`src/rtl/multicycle_control_pkg.sv`:
```
// Shared definitions for the multicycle MIPS controller: widths, opcodes,
// mux select codes, state encodings and the control vector.
// Optional feature: MULTICYCLE_EXCEPTION_EN adds the EXCEPTION state and epc/cause writes.
package multicycle_control_pkg;

    localparam int unsigned STATE_W = 4;
    localparam int unsigned CNT_W   = 32;
    localparam int unsigned OP_W    = 6;

    localparam logic [OP_W-1:0] OP_RTYPE = 6'b000000;
    localparam logic [OP_W-1:0] OP_LW    = 6'b100011;
    localparam logic [OP_W-1:0] OP_SW    = 6'b101011;
    localparam logic [OP_W-1:0] OP_BEQ   = 6'b000100;
    localparam logic [OP_W-1:0] OP_J     = 6'b000010;
    localparam logic [OP_W-1:0] OP_ADDI  = 6'b001000;

    localparam logic [1:0] SRCB_RT      = 2'b00;
    localparam logic [1:0] SRCB_FOUR    = 2'b01;
    localparam logic [1:0] SRCB_SEXT    = 2'b10;
    localparam logic [1:0] SRCB_SEXT_SH = 2'b11;

    localparam logic [1:0] ALUOP_ADD   = 2'b00;
    localparam logic [1:0] ALUOP_SUB   = 2'b01;
    localparam logic [1:0] ALUOP_FUNCT = 2'b10;

    localparam logic [1:0] PCSRC_ALU    = 2'b00;
    localparam logic [1:0] PCSRC_ALUOUT = 2'b01;
    localparam logic [1:0] PCSRC_JUMP   = 2'b10;
    localparam logic [1:0] PCSRC_EXC    = 2'b11;

    typedef enum logic [STATE_W-1:0] {
        S_FETCH     = 4'd0,
        S_DECODE    = 4'd1,
        S_MEM_ADDR  = 4'd2,
        S_MEM_READ  = 4'd3,
        S_MEM_WB    = 4'd4,
        S_MEM_WRITE = 4'd5,
        S_EXECUTE   = 4'd6,
        S_R_WB      = 4'd7,
        S_BRANCH    = 4'd8,
        S_JUMP      = 4'd9,
        S_ADDI_EX   = 4'd10,
        S_ADDI_WB   = 4'd11
`ifdef MULTICYCLE_EXCEPTION_EN
        , S_EXCEPTION = 4'd12
`endif
    } state_e;

    typedef struct packed {
        logic       pc_write;
        logic       pc_write_cond;
        logic       iord;
        logic       mem_read;
        logic       mem_write;
        logic       ir_write;
        logic       mem_to_reg;
        logic       reg_dst;
        logic       reg_write;
        logic       alu_src_a;
        logic [1:0] alu_src_b;
        logic [1:0] alu_op;
        logic [1:0] pc_source;
        logic       instr_done;
`ifdef MULTICYCLE_EXCEPTION_EN
        logic       epc_write;
        logic       cause_write;
`endif
    } ctrl_t;

    // True for opcodes the controller has a dedicated sequence for.
    function automatic logic is_known_op(input logic [OP_W-1:0] op);
        return (op == OP_RTYPE) || (op == OP_LW) || (op == OP_SW) ||
               (op == OP_BEQ) || (op == OP_J) || (op == OP_ADDI);
    endfunction

endpackage

```
`src/rtl/multicycle_control_if.sv`:
```
// Controller <-> datapath bundle: opcode/memory handshake in, datapath enables and selects out.
// Optional feature: MULTICYCLE_EXCEPTION_EN adds epcWrite/causeWrite.
interface multicycle_control_if;
    import multicycle_control_pkg::*;

    logic [OP_W-1:0]    opcode;
    logic               memReady;
    logic               pcWrite;
    logic               pcWriteCond;
    logic               iorD;
    logic               memRead;
    logic               memWrite;
    logic               irWrite;
    logic               memToReg;
    logic               regDst;
    logic               regWrite;
    logic               aluSrcA;
    logic [1:0]         aluSrcB;
    logic [1:0]         aluOp;
    logic [1:0]         pcSource;
    logic               instrDone;
    logic [CNT_W-1:0]   instrCount;
    logic [STATE_W-1:0] state;
`ifdef MULTICYCLE_EXCEPTION_EN
    logic               epcWrite;
    logic               causeWrite;
`endif

    modport master (
        input  opcode, memReady,
`ifdef MULTICYCLE_EXCEPTION_EN
        output epcWrite, causeWrite,
`endif
        output pcWrite, pcWriteCond, iorD, memRead, memWrite, irWrite,
               memToReg, regDst, regWrite, aluSrcA, aluSrcB, aluOp, pcSource,
               instrDone, instrCount, state
    );

    modport slave (
        output opcode, memReady,
`ifdef MULTICYCLE_EXCEPTION_EN
        input  epcWrite, causeWrite,
`endif
        input  pcWrite, pcWriteCond, iorD, memRead, memWrite, irWrite,
               memToReg, regDst, regWrite, aluSrcA, aluSrcB, aluOp, pcSource,
               instrDone, instrCount, state
    );

endinterface

```
`src/rtl/multicycle_control_decode.sv`:
```
// Combinational state -> control vector decode (Moore, with memReady gating in FETCH/MEM_WRITE).
// Optional feature: MULTICYCLE_EXCEPTION_EN (EXCEPTION state decode; unknown opcodes no longer retire in DECODE).
module multicycle_control_decode
    import multicycle_control_pkg::*;
(
    input  state_e          state_i,
`ifdef MULTICYCLE_EXCEPTION_EN
`else
    input  logic [OP_W-1:0] opcode_i,
`endif
    input  logic            mem_ready_i,
    output ctrl_t           ctrl_o
);

    // Control vector for the current state; everything idles at 0 unless listed.
    always_comb begin
        ctrl_o = '0;
        case (state_i)
            S_FETCH: begin
                ctrl_o.mem_read  = 1'b1;
                ctrl_o.alu_src_b = SRCB_FOUR;
                ctrl_o.ir_write  = mem_ready_i;
                ctrl_o.pc_write  = mem_ready_i;
            end
            S_DECODE: begin
                ctrl_o.alu_src_b = SRCB_SEXT_SH;
`ifdef MULTICYCLE_EXCEPTION_EN
`else
                ctrl_o.instr_done = !is_known_op(opcode_i);
`endif
            end
            S_MEM_ADDR: begin
                ctrl_o.alu_src_a = 1'b1;
                ctrl_o.alu_src_b = SRCB_SEXT;
            end
            S_MEM_READ: begin
                ctrl_o.mem_read = 1'b1;
                ctrl_o.iord     = 1'b1;
            end
            S_MEM_WB: begin
                ctrl_o.reg_write  = 1'b1;
                ctrl_o.mem_to_reg = 1'b1;
                ctrl_o.instr_done = 1'b1;
            end
            S_MEM_WRITE: begin
                ctrl_o.mem_write  = 1'b1;
                ctrl_o.iord       = 1'b1;
                ctrl_o.instr_done = mem_ready_i;
            end
            S_EXECUTE: begin
                ctrl_o.alu_src_a = 1'b1;
                ctrl_o.alu_src_b = SRCB_RT;
                ctrl_o.alu_op    = ALUOP_FUNCT;
            end
            S_R_WB: begin
                ctrl_o.reg_write  = 1'b1;
                ctrl_o.reg_dst    = 1'b1;
                ctrl_o.instr_done = 1'b1;
            end
            S_BRANCH: begin
                ctrl_o.alu_src_a     = 1'b1;
                ctrl_o.alu_src_b     = SRCB_RT;
                ctrl_o.alu_op        = ALUOP_SUB;
                ctrl_o.pc_write_cond = 1'b1;
                ctrl_o.pc_source     = PCSRC_ALUOUT;
                ctrl_o.instr_done    = 1'b1;
            end
            S_JUMP: begin
                ctrl_o.pc_write   = 1'b1;
                ctrl_o.pc_source  = PCSRC_JUMP;
                ctrl_o.instr_done = 1'b1;
            end
            S_ADDI_EX: begin
                ctrl_o.alu_src_a = 1'b1;
                ctrl_o.alu_src_b = SRCB_SEXT;
                ctrl_o.alu_op    = ALUOP_ADD;
            end
            S_ADDI_WB: begin
                ctrl_o.reg_write  = 1'b1;
                ctrl_o.instr_done = 1'b1;
            end
`ifdef MULTICYCLE_EXCEPTION_EN
            S_EXCEPTION: begin
                ctrl_o.pc_write    = 1'b1;
                ctrl_o.pc_source   = PCSRC_EXC;
                ctrl_o.epc_write   = 1'b1;
                ctrl_o.cause_write = 1'b1;
            end
`endif
            default: ctrl_o = '0;
        endcase
    end

endmodule

```
`src/rtl/multicycle_control.sv`:
```
// Multicycle MIPS controller top: state register, next-state sequencing, retired-instruction counter.
// Optional feature: MULTICYCLE_EXCEPTION_EN routes unknown opcodes to an EXCEPTION state
// instead of retiring them as NOPs in DECODE.
module multicycle_control
    import multicycle_control_pkg::*;
(
    input  logic                  clock,
    input  logic                  reset,
    multicycle_control_if.master  bus
);

    state_e           state_q, state_d;
    logic [CNT_W-1:0] count_q, count_d;
    ctrl_t            ctrl_c;
    ctrl_t            ctrl_out;

    multicycle_control_decode u_decode (
        .state_i     (state_q),
`ifdef MULTICYCLE_EXCEPTION_EN
`else
        .opcode_i    (bus.opcode),
`endif
        .mem_ready_i (bus.memReady),
        .ctrl_o      (ctrl_c)
    );

    // Next-state sequencing; memory states hold until memReady, everything else returns to FETCH.
    always_comb begin
        state_d = S_FETCH;
        case (state_q)
            S_FETCH:     state_d = bus.memReady ? S_DECODE : S_FETCH;
            S_DECODE: begin
                case (bus.opcode)
                    OP_LW, OP_SW: state_d = S_MEM_ADDR;
                    OP_RTYPE:     state_d = S_EXECUTE;
                    OP_BEQ:       state_d = S_BRANCH;
                    OP_J:         state_d = S_JUMP;
                    OP_ADDI:      state_d = S_ADDI_EX;
`ifdef MULTICYCLE_EXCEPTION_EN
                    default:      state_d = S_EXCEPTION;
`else
                    default:      state_d = S_FETCH;
`endif
                endcase
            end
            S_MEM_ADDR:  state_d = (bus.opcode == OP_LW) ? S_MEM_READ : S_MEM_WRITE;
            S_MEM_READ:  state_d = bus.memReady ? S_MEM_WB : S_MEM_READ;
            S_MEM_WRITE: state_d = bus.memReady ? S_FETCH : S_MEM_WRITE;
            S_EXECUTE:   state_d = S_R_WB;
            S_ADDI_EX:   state_d = S_ADDI_WB;
            default:     state_d = S_FETCH;
        endcase
    end

    assign count_d = count_q + CNT_W'(ctrl_c.instr_done);

    // State and retired-instruction counter; reset drops straight back to FETCH with a clear count.
    always_ff @(posedge clock or posedge reset) begin
        if (reset) begin
            state_q <= S_FETCH;
            count_q <= '0;
        end else begin
            state_q <= state_d;
            count_q <= count_d;
        end
    end

    // Hold every datapath enable low while reset is asserted.
    assign ctrl_out = reset ? '0 : ctrl_c;

    assign bus.pcWrite     = ctrl_out.pc_write;
    assign bus.pcWriteCond = ctrl_out.pc_write_cond;
    assign bus.iorD        = ctrl_out.iord;
    assign bus.memRead     = ctrl_out.mem_read;
    assign bus.memWrite    = ctrl_out.mem_write;
    assign bus.irWrite     = ctrl_out.ir_write;
    assign bus.memToReg    = ctrl_out.mem_to_reg;
    assign bus.regDst      = ctrl_out.reg_dst;
    assign bus.regWrite    = ctrl_out.reg_write;
    assign bus.aluSrcA     = ctrl_out.alu_src_a;
    assign bus.aluSrcB     = ctrl_out.alu_src_b;
    assign bus.aluOp       = ctrl_out.alu_op;
    assign bus.pcSource    = ctrl_out.pc_source;
    assign bus.instrDone   = ctrl_out.instr_done;
    assign bus.instrCount  = count_q;
    assign bus.state       = state_q;
`ifdef MULTICYCLE_EXCEPTION_EN
    assign bus.epcWrite    = ctrl_out.epc_write;
    assign bus.causeWrite  = ctrl_out.cause_write;
`endif

endmodule

```
`src/flat_wrapper.sv`:
```
// flat-port wrapper written by rule: the top's interface ports become plain ports
module multicycle_control_flat import multicycle_control_pkg::*;
  (clock, reset, bus_opcode, bus_memReady, bus_pcWrite, bus_pcWriteCond, bus_iorD, bus_memRead, bus_memWrite, bus_irWrite, bus_memToReg, bus_regDst, bus_regWrite, bus_aluSrcA, bus_aluSrcB, bus_aluOp, bus_pcSource, bus_instrDone, bus_instrCount, bus_state);
  multicycle_control_if bus_i ();
  input  logic clock;
  input  logic reset;
  input wire logic [$bits(bus_i.opcode)-1:0] bus_opcode;
  input wire logic [$bits(bus_i.memReady)-1:0] bus_memReady;
  output wire logic [$bits(bus_i.pcWrite)-1:0] bus_pcWrite;
  output wire logic [$bits(bus_i.pcWriteCond)-1:0] bus_pcWriteCond;
  output wire logic [$bits(bus_i.iorD)-1:0] bus_iorD;
  output wire logic [$bits(bus_i.memRead)-1:0] bus_memRead;
  output wire logic [$bits(bus_i.memWrite)-1:0] bus_memWrite;
  output wire logic [$bits(bus_i.irWrite)-1:0] bus_irWrite;
  output wire logic [$bits(bus_i.memToReg)-1:0] bus_memToReg;
  output wire logic [$bits(bus_i.regDst)-1:0] bus_regDst;
  output wire logic [$bits(bus_i.regWrite)-1:0] bus_regWrite;
  output wire logic [$bits(bus_i.aluSrcA)-1:0] bus_aluSrcA;
  output wire logic [$bits(bus_i.aluSrcB)-1:0] bus_aluSrcB;
  output wire logic [$bits(bus_i.aluOp)-1:0] bus_aluOp;
  output wire logic [$bits(bus_i.pcSource)-1:0] bus_pcSource;
  output wire logic [$bits(bus_i.instrDone)-1:0] bus_instrDone;
  output wire logic [$bits(bus_i.instrCount)-1:0] bus_instrCount;
  output wire logic [$bits(bus_i.state)-1:0] bus_state;
  assign bus_i.opcode = bus_opcode;
  assign bus_i.memReady = bus_memReady;
  assign bus_pcWrite = bus_i.pcWrite;
  assign bus_pcWriteCond = bus_i.pcWriteCond;
  assign bus_iorD = bus_i.iorD;
  assign bus_memRead = bus_i.memRead;
  assign bus_memWrite = bus_i.memWrite;
  assign bus_irWrite = bus_i.irWrite;
  assign bus_memToReg = bus_i.memToReg;
  assign bus_regDst = bus_i.regDst;
  assign bus_regWrite = bus_i.regWrite;
  assign bus_aluSrcA = bus_i.aluSrcA;
  assign bus_aluSrcB = bus_i.aluSrcB;
  assign bus_aluOp = bus_i.aluOp;
  assign bus_pcSource = bus_i.pcSource;
  assign bus_instrDone = bus_i.instrDone;
  assign bus_instrCount = bus_i.instrCount;
  assign bus_state = bus_i.state;
  multicycle_control u_core (.clock(clock), .reset(reset), .bus(bus_i));
endmodule
```
`config.mk`:
```
export PLATFORM = sky130hd
export DESIGN_NAME = multicycle_control_flat
export DESIGN_NICKNAME = d
export VERILOG_FILES = /design/src/rtl/multicycle_control_pkg.sv /design/src/rtl/multicycle_control_if.sv /design/src/rtl/multicycle_control_decode.sv /design/src/rtl/multicycle_control.sv /design/src/flat_wrapper.sv
export SDC_FILE = /design/constraint.sdc
export NUM_CORES = 1
export LEC_CHECK = 0
export ABC_AREA = 1
export BUFFER_PORTS_ARGS = -buffer_cell sky130_fd_sc_hd__buf_2
export CAP_MARGIN = 0
export CORE_ASPECT_RATIO = 1.2
export CORE_UTILIZATION = 55
export CTS_BUF_LIST = sky130_fd_sc_hd__clkbuf_4 sky130_fd_sc_hd__clkbuf_8
export DETAILED_ROUTE_END_ITERATION = 16
export GPL_TIMING_DRIVEN = 0
export PLACE_DENSITY = 0.82
export SLEW_MARGIN = 20
export SYNTH_ARGS = -nofsm -noshare
export SYNTH_HDL_FRONTEND = slang
export SYNTH_SLANG_ARGS = --single-unit
```
`constraint.sdc`:
```
create_clock -name clock -period 3.35 [get_ports clock]
set_clock_uncertainty 0.2 [all_clocks]
set_input_delay 0.67 -clock clock [delete_from_list [all_inputs] [get_ports clock]]
set_output_delay 0.67 -clock clock [all_outputs]
set_load 0.01 [all_outputs]
```
==> results of run 1 <==
flip-flops by register name, summed over array words and instances (netlist names):
name,flops
u_core.bus.state,4
u_core.bus.instrCount,32
critical path: stages, from the launching register on:
cell	delay [ns]
dfrtp_1	0.42
nor2_2	0.24
inv_1	0.08
nor2_1	0.25
nand3_1	0.14
nand2_1	0.09
ha_1	0.23
ha_1	0.28
nand3_2	0.15
inv_2	0.15
nand2_4	0.09
nor2_4	0.15
nand2_1	0.08
nand2_1	0.06
nand2_1	0.05
layout make-up:
class,instances,area (um2)
fillers,344,1200
repair buffers,60,300
well taps,54,67.6
flip-flops and latches,36,901
clock buffers,8,97.6
inverters,38,144
plain buffers,3,15.0
multi-input cells,245,1250
cells by family after synthesis:
kind of cell    count (synthesis)  share of synthesized area, %
simple gates                  214                          43.8
buf+inv                        41                          6.88
flops                          36                          39.0
xor+xnor                       16                          6.07
compound gates                 13                          3.14
fa+ha+maj                       2                          1.08
stage by stage:
step                util [%]  cells  setup WS, ns
finish                  69.9    444         0.587
global route            69.9    444         0.254
CTS                     69.9    444         0.558
detailed placement      67.4    436         0.481
global placement        67.4    436         0.538
floorplan                  -    322         0.883
synthesized netlist by cell type, types with 3 or more instances:
cell      instances
nand2_1         105
nor2_1           49
dfrtp_1          36
inv_1            32
nand3_1          13
xor2_1           12
nor3_1           11
nand3b_1          9
nor2_2            6
inv_2             5
a21oi_1           4
nand2_4           4
nor2_4            4
xnor2_1           4
a31oi_1           3
nand2_2           3
nand4_1           3
o21ai_0           3
worst max-delay path by stage:
stage / cells past startpoint / slack [ns] / end
after detailed placement: 17 / 0.48 / u_core.bus.instrCount[30]
after global placement: 17 / 0.54 / u_core.bus.instrCount[30]
final: 14 / 0.59 / u_core.bus.instrCount[30]
after CTS: 14 / 0.56 / u_core.bus.instrCount[30]
after floorplan: 16 / 0.88 / u_core.bus.instrCount[30]
after global routing: 14 / 0.25 / u_core.bus.instrCount[30]
report_power, final:
| group | total [uW] | internal [uW] | switching [uW] |
|---|---|---|---|
| combinational | 199 | 77.8 | 122 |
| clock | 334 | 184 | 150 |
| sequential | 524 | 472 | 52.8 |
metal layers:
layer	global-route usage, %	share of wire [%]
met1	34.9	43
met2	45.3	50
met3	5.85	4.3
met4	11.4	2.9
met5	0	0
==> summary.txt, run 1 <==
Setup path
  – Reg2reg end: u_core.bus.instrCount[30]
  – Reg2Reg Depth: 14
  – Origin of the critical flop-to-flop path: u_core.bus.state[2]
  – Start point of the critical path: u_core.bus.state[2]
  – Worst EP required: 3.33 ns
  – Worst R2R Setup Slack: 0.59 ns
  – CP arrival: 2.74 ns
  – Crit. End Element: flop
  – Critical path type: flop to flop
  – Worst Path Max Fanout: 6
  – CP Launch Type: flop

Drt
  – First DRT Iteration DRCs: 113
  – Routed wire per std cell: 12.0 um
  – Vias/cell: 5.22
  – WL final: 5340 um
  – Routed via count: 2318
  – ANT nets after route: 0
  – Post-route DRC violation count: 0
  – DR pass1 iterations: 5

Clock tree
  – Total CTS buffers: 5
  – CTS root buf: clkbuf_8
  – Post_cts resized: 0
  – Clock Path Buffers: 2
  – CTS tree: yes
  – Worst-path clk slew: 0.07 ns
  – Setup Fix Bufs, Post-CTS: 0
  – Clock Latency Late Sink: 0.29 ns
  – H-tree Lvls: 2
  – Hold_buf cts: 0
  – CTS Sinks: 36

Synthesis
  – Ys flop type: dfrtp_1
  – Leading area contributor after synthesis: dfrtp_1
  – Top post-synthesis cells by area: dfrtp_1 39%, nand2_1 17%, nor2_1 8.0%
  – Share of synthesized registers carrying an async set or reset: 100%
  – Synth cell types: 30
  – Post-synthesis cell count: 322
  – Warnings from Yosys: 0
  – Sequential element share of the synthesized area: 39.0%
  – Mapped Area: 0.00231 mm2
  – Synth Net Count: 333
  – Share of the synthesized area in the top cell type: 39.0%
  – Synth Register Bits: 36
  – Syn Area/Cell: 7.17 um2
  – Number of synthesized flops with an enable pin: 0

Placed design
  – DPL Wire Length: 4280 um
  – Placement-stage cell area: 0.00268 mm2
  – Port buffer count: 60
  – GPL Wtd Cong: 0.935

STA
  – Final min period: 2.76 ns
  – Fin. Hold Viols: 0
  – Final setup viols: 0
  – Slew of the pin with the lowest slew margin: 0.730 ns
  – Worst slew margin relative to its limit: 51.3%
  – WHS: 0.293 ns
  – Unrepaired setup endpoints after global routing: false
  – Max Transition Viols Final: 0
  – Max Freq: 0.362 GHz
  – Setup TNS: 0 ns
  – Final period utilization: 82.5%

Worst hold path
  – Hold Crit Depth: 2
  – Worst hold path class: flop to flop
  – Hold_sp: u_core.bus.instrCount[31]
  – Min-Delay Endpoint: u_core.bus.instrCount[31]

Floorplan
  – Initial Utilization: 58.1%
  – # IOs: 62
  – Die Area: 0.00446 mm2
  – Site row count: 25
  – Chip Height: 73.0 um
  – Die W: 61.2 um
  – Core Box Area: 0.00397 mm2

Final layout
  – # diodes: 0
  – Layout cells sized above 1: 25.1%
  – Most frequent cells in the layout: 105 x nand2_1, 60 x buf_2, 49 x nor2_1
  – Synthesis-to-finish area growth: 20.2%
  – Post-route cell area: 0.00278 mm2
  – Total Nets Final: 400
  – Commonest non-fill, non-tap cell in the layout: nand2_1

Global routing
  – Global route overflow: 0
  – Global-route wire length before repair: 9230 um
  – Number of global-route vias before repair: 2141
  – Largest net degree at the start of global routing: 37
  – Initial antenna violation count: 0
  – GRT Overall Usage: 27.7%

Power
  – Cell Pwr Density: 381 mW/mm2
  – Total power: 1060 uW
  – VDD IR max: 0.305 mV
  – Pleak: 0.00153 uW

Outcome
  – Outcome: completed

Job
  – # Max-Cap Violations: 0
(Power assumes the default switching activity.)
==> run 2, diff against run 1 <==
- CORE_UTILIZATION: 55 -> 49
- PLACE_DENSITY: 0.82 -> 0.77
- clock period: 3.35 -> 2.5 ns (I/O delays scaled with it)
==> run 2 against run 1 <==
Clock-buffer cell count is 2 lower. Sequential power is 38% higher. Worst hold slack worse by 0.0085 ns. Largest power group unchanged. First-iteration DRC count is 0.88% lower. Highest routed layer unchanged. Power is 46% higher. Combinational power is 54% higher. Critical endpoint is now u_core.bus.instrCount[24]. Final cell count is 1.6% higher. Critical path type unchanged. Core utilization is 6.7 points lower. Non-clock buffer count is 3 higher. Die area is 12% higher.
==> summary.txt, run 2 (same netlist as run 1, synthesis figures left out) <==
Clock tree
  – Total CTS buffers: 5 (unchanged)
  – Worst-path clk slew: 0.07 ns (about the same)
  – Hold_buf cts: 0 (unchanged)
  – CTS root buf: clkbuf_8
  – CTS tree: yes
  – Clock Path Buffers: 2 (unchanged)
  – CTS Sinks: 36 (unchanged)
  – H-tree Lvls: 2 (unchanged)
  – Clock Latency Late Sink: 0.29 ns (about the same)

Floorplan
  – Site row count: 27 (+8.0%)
  – Die W: 64.7 um (+5.8%)
  – Die Area: 0.00499 mm2 (+12%)
  – Initial Utilization: 50.6% (-7.5 points)
  – Core Box Area: 0.00456 mm2 (+15%)
  – Chip Height: 77.2 um (+5.8%)
  – # IOs: 62 (unchanged)

Setup path
  – Start point of the critical path: u_core.bus.state[1]
  – Reg2reg end: u_core.bus.instrCount[24]
  – Critical path type: flop to flop
  – Crit path largest cell delay: 0.42 ns (about the same)
  – Critical path endpoint: u_core.bus.instrCount[24]
  – WP buf/inv: 4 (+2)
  – Worst Path Max Fanout: 5 (-1)
  – Origin of the critical flop-to-flop path: u_core.bus.state[1]
  – Worst path depth: 15 (+1)
  – Reg2Reg Depth: 15 (+1)
  – CP arrival: 2.36 ns (-0.38 ns)
  – Critical path, cell by cell: buf_4 > nand2_1 > inv_2 > nand2_1 > nand3_1 > nor2_1 > nand2_2 > ha_4 > ha_4 > nand3_4 > inv_4 > nand2_4 > inv_1 > nand3b_1 > nand2_1
  – Crit. End Element: flop
  – Top delay family on crit path: simple AND/OR/NAND/NOR gates
  – Worst EP required: 2.49 ns (-0.84 ns)
  – Worst R2R Setup Slack: 0.13 ns (-0.46 ns)
  – CP Launch Type: flop
  – Critical Path Most Common Cell: nand2_1
  – CP max-delay cell: dfrtp_1

Drt
  – Routed via count: 2280 (-1.6%)
  – First DRT Iteration DRCs: 112 (-0.88%)
  – Post-route DRC violation count: 0 (unchanged)
  – ANT nets after route: 0 (unchanged)
  – Routed wire per std cell: 12.3 um (+2.3%)
  – Vias/cell: 5.06 (-3.2%)
  – WL final: 5550 um (+3.9%)
  – DR pass1 iterations: 6 (+1)

STA
  – Final min period: 2.37 ns (-0.390 ns)
  – Max Transition Viols Final: 0 (unchanged)
  – Slew of the pin with the lowest slew margin: 0.747 ns (+0.0170 ns)
  – Final period utilization: 94.9% (+12 points)
  – Final setup viols: 0 (unchanged)
  – Worst slew margin relative to its limit: 50.1% (-1.1 points)
  – Fin. Hold Viols: 0 (unchanged)
  – Setup TNS: 0 ns (unchanged)
  – Max Freq: 0.421 GHz (+16%)

Final layout
  – Layout cells sized above 1: 29.0% (+3.9 points)
  – Synthesis-to-finish area growth: 24.8%
  – Most frequent cells in the layout: 102 x nand2_1, 60 x buf_2, 45 x nor2_1
  – # diodes: 0 (unchanged)
  – Util after Layout: 63.2% (-6.7 points)
  – Max reg flops: 32 (unchanged)
  – Total Nets Final: 403 (+0.75%)
  – Commonest non-fill, non-tap cell in the layout: nand2_1

Global routing
  – Global-route wire length before repair: 9250 um (+0.23%)
  – Initial antenna violation count: 0 (unchanged)
  – Global route overflow: 0 (unchanged)
  – GRT Overall Usage: 23.9% (-3.8 points)
  – Largest net degree at the start of global routing: 37 (unchanged)
  – Number of global-route vias before repair: 2195 (+2.5%)

Power
  – Pleak: 0.00155 uW (+1.2%)
  – Cell Pwr Density: 537 mW/mm2 (+41%)
  – VDD IR max: 0.377 mV (+24%)

Placed design
  – DPL Wire Length: 4330 um (+1.1%)
  – Port buffer count: 60 (unchanged)
  – GPL Wtd Cong: 0.887 (-5.1%)

Job
  – # Max-Cap Violations: 0 (unchanged)

Worst hold path
  – Hold_sp: u_core.bus.instrCount[19]
  – Worst hold path class: flop to flop

Outcome
  – Outcome: completed
[run 2: power breakdown]
part	internal [uW]	switching [uW]	total, uW
combinational	128	179	307
sequential	632	91.8	724
clock	307	209	516
total	1070	479	1550
[run 2: layer usage]
layer	wire length, um	GRT usage (%)	part of all wire (%)
met1	2220	27.7	40
met2	2920	41.5	53
met3	271	4.76	4.9
met4	140	11.3	2.5
met5	0	0	0
[run 2: per-stage QoR]
stage               power, uW  setup WS (ns)  cell area, um2  hold slack [ns]  cells
floorplan                 880         0.0868            2310            0.314    322
global placement          979         -0.263            2680            0.270    440
detailed placement        989         -0.297            2680            0.270    440
CTS                      1530        0.00724            2830            0.289    448
global route             1620       -0.00537            2880            0.299    451
finish                   1550          0.127            2880            0.285    451
[run 2: worst reg2reg max path: stages, from the launching register on]
cell and delay [ns]:
dfrtp_1 0.42, buf_4 0.15, nand2_1 0.06, inv_2 0.07
nand2_1 0.11, nand3_1 0.09, nor2_1 0.20, nand2_2 0.10
ha_4 0.19, ha_4 0.18, nand3_4 0.12, inv_4 0.06
nand2_4 0.10, inv_1 0.06, nand3b_1 0.09, nand2_1 0.06
[run 2: timing repair]
action | in CTS | in global routing
endpoints found under the setup margin | 13 | 13
endpoints found under the hold margin | 0 | 0
setup buffers | 0 | 3
resized for setup | 10 | 9
pin swaps | 0 | 1
[run 2: area by class of cell]
class / instances / area (um2)
Sequential cell: 36 / 903
Tap cell: 58 / 72.6
Clock inverter: 2 / 35.0
Multi-Input combinational cell: 245 / 1310
Clock buffer: 6 / 76.3
Timing Repair Buffer: 63 / 323
Inverter: 38 / 146
Fill cell: 423 / 1680
Buffer: 3 / 15.0
[run 2: worst min path at each step]
stage	to	slack, ns	cells past startpoint
floorplan	u_core.bus.instrCount[31]	0.31	2
global placement	u_core.bus.instrCount[31]	0.27	2
detailed placement	u_core.bus.instrCount[31]	0.27	2
CTS	u_core.bus.instrCount[31]	0.29	2
global route	u_core.bus.instrCount[19]	0.30	1
finish	u_core.bus.instrCount[19]	0.28	1
==> run 3, diff against run 2 <==
- CORE_UTILIZATION: 49 -> 58
- PLACE_DENSITY: 0.77 -> 0.86
- clock period: 2.5 -> 2.9 ns (I/O delays scaled with it)
==> run 3 against run 2 <==
Register-to-register slack better by 0.12 ns. Wire length rose by 1.8%. Die area is 15% lower. First-iteration DRC count down 6.3%. Combinational power decreased by 21%. Power decreased by 21%. Final cell count down 2.0%. Via count rose by 0.66%. Sequential share of layout area rose by 1.1 points. Maximum frequency decreased by 11%.
==> summary.txt, run 3 (same netlist as run 1, synthesis figures left out) <==
Outcome
  – Outcome: completed

Drt
  – Routed wire per std cell: 12.8 um (+3.9%)
  – Post-route DRC violation count: 0 (unchanged)
  – Vias/cell: 5.19 (+2.7%)
  – DR top layer: met4
  – WL final: 5650 um (+1.8%)
  – Metal-1 WL: 2150 um (-3.0%)
  – DR pass1 iterations: 4 (-2)
  – WL met3: 272 um (+0.37%)
  – DR WL met2: 2990 um (+2.5%)
  – Routed via count: 2295 (+0.66%)
  – First DRT Iteration DRCs: 105 (-6.3%)
  – ANT nets after route: 0 (unchanged)

STA
  – Setup TNS: 0 ns (unchanged)
  – Max Freq: 0.377 GHz (-11%)
  – Final min period: 2.66 ns (+0.283 ns)
  – Unrepaired setup endpoints after global routing: false
  – Final setup viols: 0 (unchanged)
  – Final period utilization: 91.6% (-3.3 points)
  – Fin. Hold Viols: 0 (unchanged)
  – Max Transition Viols Final: 0 (unchanged)
  – Worst slew margin relative to its limit: 49.9% (-0.17 points)
  – Slew of the pin with the lowest slew margin: 0.750 ns (+0.00261 ns)

Clock tree
  – Post_cts resized: 0 (-10)
  – CTS Sinks: 36 (unchanged)
  – Worst-path clk slew: 0.07 ns (about the same)
  – CTS root buf: clkbuf_8
  – Clock Latency Late Sink: 0.30 ns (about the same)
  – Hold_buf cts: 0 (unchanged)
  – H-tree Lvls: 2 (unchanged)
  – Total CTS buffers: 5 (unchanged)
  – CTS tree: yes
  – Clock Path Buffers: 2 (unchanged)
  – Setup Fix Bufs, Post-CTS: 0 (unchanged)

Job
  – # Max-Cap Violations: 0 (unchanged)

Worst hold path
  – Worst hold path class: flop to flop
  – Hold Crit Depth: 1 (unchanged)
  – Hold_sp: u_core.bus.instrCount[16]
  – Min-Delay Endpoint: u_core.bus.instrCount[16]

Final layout
  – Max reg flops: 32 (unchanged)
  – Commonest non-fill, non-tap cell in the layout: nand2_1
  – # diodes: 0 (unchanged)
  – Post-route cell area: 0.00278 mm2 (-3.6%)
  – Most frequent cells in the layout: 105 x nand2_1, 60 x buf_2, 48 x nor2_1
  – Final non-filler cell total: 442 (-2.0%)
  – Total Nets Final: 400 (-0.74%)
  – Layout cells sized above 1: 25.9% (-3.1 points)
  – Synthesis-to-finish area growth: 20.3%
  – Fillcell total: 312 (-26%)

Placed design
  – GPL Wtd Cong: 0.920 (+3.7%)
  – DPL Wire Length: 4410 um (+1.9%)
  – Placed cells: 434 (-1.4%)
  – Port buffer count: 60 (unchanged)
  – Placement-stage cell area: 0.00268 mm2 (-0.28%)

Floorplan
  – Core Box Area: 0.00372 mm2 (-18%)
  – Chip Height: 71.1 um (-7.9%)
  – Initial Utilization: 62.0% (+11 points)
  – Die W: 59.6 um (-7.8%)
  – Site row count: 24 (-11%)
  – # IOs: 62 (unchanged)
  – Die Area: 0.00424 mm2 (-15%)

Global routing
  – Global route overflow: 0 (unchanged)
  – Global-route wire length before repair: 9270 um (+0.22%)
  – Number of global-route vias before repair: 2214 (+0.87%)
  – Initial antenna violation count: 0 (unchanged)
  – GRT Overall Usage: 29.2% (+5.3 points)
  – Largest net degree at the start of global routing: 37 (unchanged)

Setup path
  – Critical path type: flop to flop
  – CP max-delay cell: dfrtp_2
  – Top delay family on crit path: simple AND/OR/NAND/NOR gates
  – CP Launch Type: flop
  – Worst R2R Setup Slack: 0.24 ns (+0.12 ns)
  – Reg2Reg Depth: 12 (-3)
  – CP arrival: 2.67 ns (+0.31 ns)
  – Worst Path Max Fanout: 6 (+1)
  – Critical Path Most Common Cell: nor2_4
  – WP buf/inv: 2 (-2)
  – Reg2reg end: u_core.bus.instrCount[10]
  – Worst EP required: 2.91 ns (+0.42 ns)
  – Crit path largest cell delay: 0.45 ns (+0.03 ns)
  – Origin of the critical flop-to-flop path: u_core.bus.state[2]
  – Crit. End Element: flop
  – Critical path, cell by cell: nor2_4 > inv_1 > nor2_1 > nand3_1 > nand2_1 > ha_1 > ha_2 > nand3_2 > inv_2 > nand2_4 > nor2_4 > xor2_1

Power
  – VDD IR max: 0.406 mV (+7.9%)
  – Cell Pwr Density: 438 mW/mm2 (-18%)
  – Pleak: 0.00153 uW (-1.4%)
  – Total power: 1220 uW (-21%)
run 3: cell types whose count changed in the layout (fill, tap and decap cells not counted), sizes merged:
cell | before | now
bufinv | 1 | 0
buf | 64 | 61
clkinv | 2 | 3
run 3: final cells by class:
cell class	instances	area [um2]	area share, %
multi-input cells	245	1260	45.3
flip-flops and latches	36	902	32.5
repair buffers	60	300	10.8
inverters	38	144	5.18
clock buffers	6	82.6	2.97
well taps	52	65.1	2.34
plain buffers	3	15.0	0.540
clock inverters	2	10.0	0.360
run 3: stage by stage:
stage | worst slack (ns) | hold WS (ns) | util (%)
finish | 0.244 | 0.292 | 74.6
CTS | 0.117 | 0.293 | 74.3
global route | 0.00381 | 0.302 | 74.6
detailed placement | 0.123 | 0.282 | 71.8
floorplan | 0.487 | 0.314 | -
global placement | 0.190 | 0.268 | 71.8
run 3: worst max-delay path by stage:
stage,startpoint,to,depth (start not counted)
after floorplan,u_core.bus.state[2],u_core.bus.instrCount[30],14
final,u_core.bus.state[2],u_core.bus.instrCount[10],12
after detailed placement,bus_opcode[2],u_core.bus.instrCount[26],17
after global placement,bus_opcode[2],u_core.bus.instrCount[30],17
after global routing,u_core.bus.state[2],u_core.bus.instrCount[26],14
after CTS,u_core.bus.state[2],u_core.bus.instrCount[26],14
run 3: worst reg2reg max path, stage by stage (launching register included):
cell	delay (ns)
dfrtp_2	0.45
nor2_4	0.18
inv_1	0.08
nor2_1	0.22
nand3_1	0.13
nand2_1	0.09
ha_1	0.24
ha_2	0.28
nand3_2	0.14
inv_2	0.15
nand2_4	0.09
nor2_4	0.14
xor2_1	0.19
run 3: per-layer routing:
layer  track usage [%]  up-vias
met4              17.8        0
met5                 0        -
met1              31.7     1061
li1                  -     1135
met2              51.9       77
met3              4.20       22
run 3: report_power, final:
group	switching, uW	total (uW)	internal (uW)
combinational	150	242	92.1
clock	179	368	189
sequential	63.0	608	545
total	392	1220	826
